--- config.mk ---
export PLATFORM = sky130hd
export DESIGN_NAME = uart_rx_fifo
export DESIGN_NICKNAME = d
export VERILOG_FILES = /design/src/rtl/uart_pkg.sv /design/src/rtl/sync_rise_detect.sv /design/src/rtl/uart_rx_fifo.sv
export SDC_FILE = /design/constraint.sdc
export NUM_CORES = 1
export LEC_CHECK = 0
export CAP_MARGIN = 20
export CORE_MARGIN = 4
export CORE_UTILIZATION = 35
export CTS_CLUSTER_DIAMETER = 200
export DETAILED_ROUTE_END_ITERATION = 10
export PLACE_DENSITY = 0.54
export SYNTH_ARGS = -nofsm -noshare
export SYNTH_HDL_FRONTEND = slang
export SYNTH_SLANG_ARGS = --single-unit
--- constraint.sdc ---
create_clock -name clk -period 4.1 [get_ports clk]
set_input_delay 0.615 -clock clk [delete_from_list [all_inputs] [get_ports clk]]
set_output_delay 0.615 -clock clk [all_outputs]
set_load 0.005 [all_outputs]
--- src/rtl/uart_pkg.sv ---
// Shared UART receive-side types: character width and the FIFO entry layout.
package uart_pkg;

   localparam int UART_DATA_W = 8;

   // One received character plus the framing-error flag reported with it.
   typedef struct packed {
      logic                   err;
      logic [UART_DATA_W-1:0] data;
   } uart_rx_entry_t;

endpackage

--- src/rtl/sync_rise_detect.sv ---
// Three-flop synchroniser for a slow strobe from another clock domain, with a
// single-cycle pulse on each rising edge of the synchronised level.
module sync_rise_detect (
   input  logic clk,
   input  logic rst_n,
   input  logic i_async,
   output logic o_pulse
);

   logic r_s1;
   logic r_s2;
   logic r_s3;

   // Shift chain: s1/s2 resolve metastability, s3 holds the previous level.
   always_ff @(posedge clk or negedge rst_n) begin
      if (!rst_n) begin
         r_s1 <= 1'b0;
         r_s2 <= 1'b0;
         r_s3 <= 1'b0;
      end else begin
         r_s1 <= i_async;
         r_s2 <= r_s1;
         r_s3 <= r_s2;
      end
   end

   // A held-high level gives one pulse only; s3 starting at 0 after reset
   // means a level already high at release still yields exactly one pulse.
   assign o_pulse = r_s2 & ~r_s3;

endmodule

--- src/rtl/uart_rx_fifo.sv ---
// Receive buffer behind the UART receiver: captures each byte on the done
// strobe, queues it in a first-word-fall-through FIFO, and keeps status and
// sticky error flags for the bus side.
module uart_rx_fifo
   import uart_pkg::*;
#(
   parameter int DEPTH  = 16,
   parameter int DATA_W = UART_DATA_W
) (
   input  logic                   clk,
   input  logic                   rst_n,
   input  logic                   rx_done,
   input  logic [DATA_W-1:0]      rx_data,
   input  logic                   rx_err,
   input  logic                   rd_en,
   input  logic                   flush,
   input  logic                   clr_flags,
   output logic [DATA_W-1:0]      rd_data,
   output logic                   rd_err,
   output logic                   empty,
   output logic                   full,
   output logic [$clog2(DEPTH):0] count,
   output logic                   overrun,
   output logic                   err_seen
);

   localparam int AW = $clog2(DEPTH);
   localparam int CW = AW + 1;

   logic [AW-1:0]  r_wr_ptr;
   logic [AW-1:0]  r_rd_ptr;
   logic [CW-1:0]  r_count;
   logic           r_overrun;
   logic           r_err_seen;
   uart_rx_entry_t r_mem [DEPTH];

   logic           w_push;
   logic           w_pop;
   logic           w_full;
   logic           w_accept;
   logic           w_set_ovr;
   logic           w_set_err;
   uart_rx_entry_t w_wr_entry;
   uart_rx_entry_t w_head;

   sync_rise_detect u_done_sync (
      .clk     (clk),
      .rst_n   (rst_n),
      .i_async (rx_done),
      .o_pulse (w_push)
   );

   // A pop is only honoured when an entry is already visible, so a push into
   // an empty FIFO never gets consumed in the same cycle it lands.
   assign w_full     = (r_count == CW'(DEPTH));
   assign w_pop      = rd_en & (r_count != '0) & ~flush;
   // When full, a simultaneous pop frees the head slot, which the write reuses.
   assign w_accept   = w_push & (~w_full | w_pop) & ~flush;
   assign w_set_ovr  = w_push & w_full & ~w_pop & ~flush;
   assign w_set_err  = w_accept & rx_err;

   assign w_wr_entry.err  = rx_err;
   assign w_wr_entry.data = rx_data;

   // Flop storage, one always block per entry so each slot has its own enable.
   generate
      for (genvar gi = 0; gi < DEPTH; gi++) begin : g_entry
         logic w_we;
         assign w_we = w_accept & (r_wr_ptr == AW'(gi));

         // Capture the incoming entry when this slot is the write target.
         always_ff @(posedge clk or negedge rst_n) begin
            if (!rst_n) begin
               r_mem[gi] <= '0;
            end else if (w_we) begin
               r_mem[gi] <= w_wr_entry;
            end
         end
      end
   endgenerate

   // Pointers wrap at DEPTH on their own; flush rewinds both to the origin.
   always_ff @(posedge clk or negedge rst_n) begin
      if (!rst_n) begin
         r_wr_ptr <= '0;
         r_rd_ptr <= '0;
      end else if (flush) begin
         r_wr_ptr <= '0;
         r_rd_ptr <= '0;
      end else begin
         if (w_accept) r_wr_ptr <= r_wr_ptr + 1'b1;
         if (w_pop)    r_rd_ptr <= r_rd_ptr + 1'b1;
      end
   end

   // Occupancy: +1 on a lone write, -1 on a lone read, unchanged on both.
   always_ff @(posedge clk or negedge rst_n) begin
      if (!rst_n) begin
         r_count <= '0;
      end else if (flush) begin
         r_count <= '0;
      end else if (w_accept && !w_pop) begin
         r_count <= r_count + 1'b1;
      end else if (w_pop && !w_accept) begin
         r_count <= r_count - 1'b1;
      end
   end

   // Sticky flags: a new set event in the same cycle beats clr_flags.
   always_ff @(posedge clk or negedge rst_n) begin
      if (!rst_n) begin
         r_overrun  <= 1'b0;
         r_err_seen <= 1'b0;
      end else begin
         if (w_set_ovr)      r_overrun <= 1'b1;
         else if (clr_flags) r_overrun <= 1'b0;
         if (w_set_err)      r_err_seen <= 1'b1;
         else if (clr_flags) r_err_seen <= 1'b0;
      end
   end

   assign w_head   = r_mem[r_rd_ptr];
   assign rd_data  = w_head.data;
   assign rd_err   = w_head.err;
   assign empty    = (r_count == '0);
   assign full     = w_full;
   assign count    = r_count;
   assign overrun  = r_overrun;
   assign err_seen = r_err_seen;

endmodule

==> summary.md <==
| Metric | Value |
|---|---|
| Status | finished, final reports clean |
| Root buffer cell | clkbuf_16 |
| Non-filler instance count after layout | 792 |
| PostCTS Resize Cnt | 0 |
| Post-Synthesis Cell Area | 7650 µm² |
| Setup-failing EPs final | 0 |
| IO Pins | 33 |
| Final setup TNS | 0 ns |
| Drc violations | 0 |
| Clock Path Buffers | 2 |
| Area after DPL | 8200 µm² |
| Sequential fraction of the synthesis area | 53.0% |
| Warnings, synthesis | 0 |
| Mux contribution to synthesized area | 35.6% |
| Antenna Diode Count | 0 |
| Tmin final | 3.53 ns |
| Post-synthesis simple-gate area fraction | 4.40% |
| Reg2Reg Setup Slack | 0.82 ns |
| Leading area contributor after synthesis | dfrtp_1 |
| Initial Util | 36.0% |
| Post-synthesis compound-gate area fraction | 2.03% |
| Synth cell count leaders | dfrtp_1 (162), mux2_2 (149), mux4_2 (45) |
| Core Area | 21300 µm² |
| Library cells used by synthesis | 44 |
| Post-synth net total | 511 |
| Fin crit share | 86.2% |
| WP data arrival | 2.92 ns |
| Post-layout instance area | 8860 µm² |
| Setup CP Type | reg -> out |
| Maximum vdd ir drop | 0.261 mV |
| Drt pass-1 iters | 4 |
| H-tree depth | 4 |
| Share of layout cells above drive strength 1 | 47.2% |
| Std cell rows | 53 |
| Detail Route Antenna Nets | 0 |
| Worst min path class | in -> async |
| Post-CTS setup buffers | 0 |
| Adder-cell area share of the yosys netlist | 1.73% |
| CP endpoint kind | output port |
| Max-cap viol count | 0 |
| Leak | 4.03 nW |
| Wirelength, routed | 16.4 mm |
| TritonCTS clock tree | done |
| Yosys reg bits | 162 |
| Slew headroom | 41.8% |
| Clock slew at reported path FFs | 0.07 ns |
| Top FF cell, synth | dfrtp_1 |
| Main combinational cell family by area after synthesis | multiplexers |
| Final hold vios | 0 |
| Routed vias | 4241 |
| Number of port buffers | 32 |
| Power per cell area | 518 nW/µm² |
| Clk sink count | 162 |
| Post-layout util | 41.6% |
| Max Slew Vio Count | 0 |
| Vias per Instance | 5.35 |
| Final Net Count | 530 |
| Critical path startpoint category | flop |
| Crit path required time | 3.48 ns |
| Grt ovf | 0 |
| Iteration-0 DRC Markers | 244 |
| Fmax | 283 MHz |
| Total clock buffers created by CTS | 17 |
| Mapped Cells | 486 |
| Cells after DPL | 761 |
| Layout area overhead | 15.8% |
| Clk_lat worst skew | 0.43 ns |
| Count leader, synth | dfrtp_1 |
| Avg WL per Cell | 20.7 µm |
| Cts hold-fix bufs | 0 |
| Initial antenna violation count | 0 |
| Post-synthesis xor/xnor area fraction | 0.572% |
| Gr usage total | 14.4% |
| Die height | 156 µm |
| Hpwl dp | 11.2 mm |
| Die width | 156 µm |
| Worst-margin pin slew | 0.873 ns |
| Vias in the first global route | 4478 |
| Worst r2r path cells | 8 |
| Synth area leaders | dfrtp_1 (53%), mux2_2 (22%), mux4_2 (13%) |
| Synth top area share | 53.0% |
| Syn avg cell area | 15.8 µm² |
| GPL Wtd Cong | 0.772 |
| Post-synth EDFFs | 0 |
| Skew final | 0.0124 ns |
| DIE AREA | 24300 µm² |
| CP max FO | 12 |
| RSZ-0062 raised after global routing | no |
| Largest net degree at the start of global routing | 91 |
| Ys async rst share | 100% |
| First-pass GRT wire length | 26.9 mm |
==> where the power goes <==
group	leakage, nW	switching (mW)	internal (mW)
clock network	0.319	0.645	1.14
logic	1.49	0.429	0.544
registers	2.21	0.125	1.71
==> routing by layer <==
| layer | vias to the layer above | GRT usage [%] | wire length, µm | part of all wire [%] |
|---|---|---|---|---|
| met5 | - | 0 | 0 | 0 |
| met2 | 79 | 21.9 | 7820 | 48 |
| met3 | 18 | 3.16 | 585 | 3.6 |
| met1 | 2285 | 20.8 | 7750 | 47 |
| met4 | 0 | 4.50 | 217 | 1.3 |
| li1 | 1859 | - | - | - |
==> sequential cells by signal, summed over array words and instances, names as in the netlist <==
name	flops
u_done_sync.r_s3	1
err_seen	1
overrun	1
r_rd_ptr	4
r_wr_ptr	4
u_done_sync.r_s2	1
count	5
u_done_sync.r_s1	1
r_mem	144
==> through the flow <==
step	power, mW	worst slack, ns	hold WS, ns
finish	4.59	0.567	0.174
global route	4.81	0.440	0.247
CTS	4.65	0.487	0.218
detailed placement	2.86	0.658	0.344
global placement	2.83	0.646	0.336
floorplan	2.43	1.16	0.319
==> logic make-up (layout without fill, tap and decap cells) <==
| logic type | after synthesis | in the layout |
|---|---|---|
| simple gates | 50 | 50 |
| mux | 197 | 197 |
| xor+xnor | 5 | 5 |
| fa+ha+maj | 10 | 10 |
| buf+inv | 43 | 74 |
| compound gates | 19 | 19 |
| flops | 162 | 162 |
==> worst max-delay path, stage by stage (launching register included) <==
cell and delay, ns:
dfrtp_2 0.66, buf_4 0.29, mux4_2 0.56, mux4_2 0.51, clkdlybuf4s50_1 0.47
==> final timing paths <==
| kind | end | startpoint |
|---|---|---|
| max | rd_data[2] | r_rd_ptr[0] |
| min | count[3] | rst_n |
| max reg2reg | count[4] | count[0] |
| min reg2reg | u_done_sync.r_s2 | u_done_sync.r_s1 |
| max in group asynchronous | r_mem[42] | rst_n |
| min in group clk | u_done_sync.r_s2 | u_done_sync.r_s1 |
==> layout make-up <==
cell class	count	area (µm²)
clock buffers	17	425
clock inverters	14	236
fillers	1923	12400
inverters	4	15.0
multi-input cells	281	3390
flip-flops and latches	162	4060
well taps	275	344
repair buffers	39	399
==> placed cells by master (no fill, tap or decap), types with 5 or more instances in the layout <==
cell and count:
ha_1 9, clkdlybuf4s50_1 31, and4b_1 8, a21oi_1 6, mux2_2 149, nor2_1 11
dfrtp_1 161, bufinv_16 6, clkbuf_16 17, mux4_2 45, buf_4 5
(Power assumes the default switching activity.)
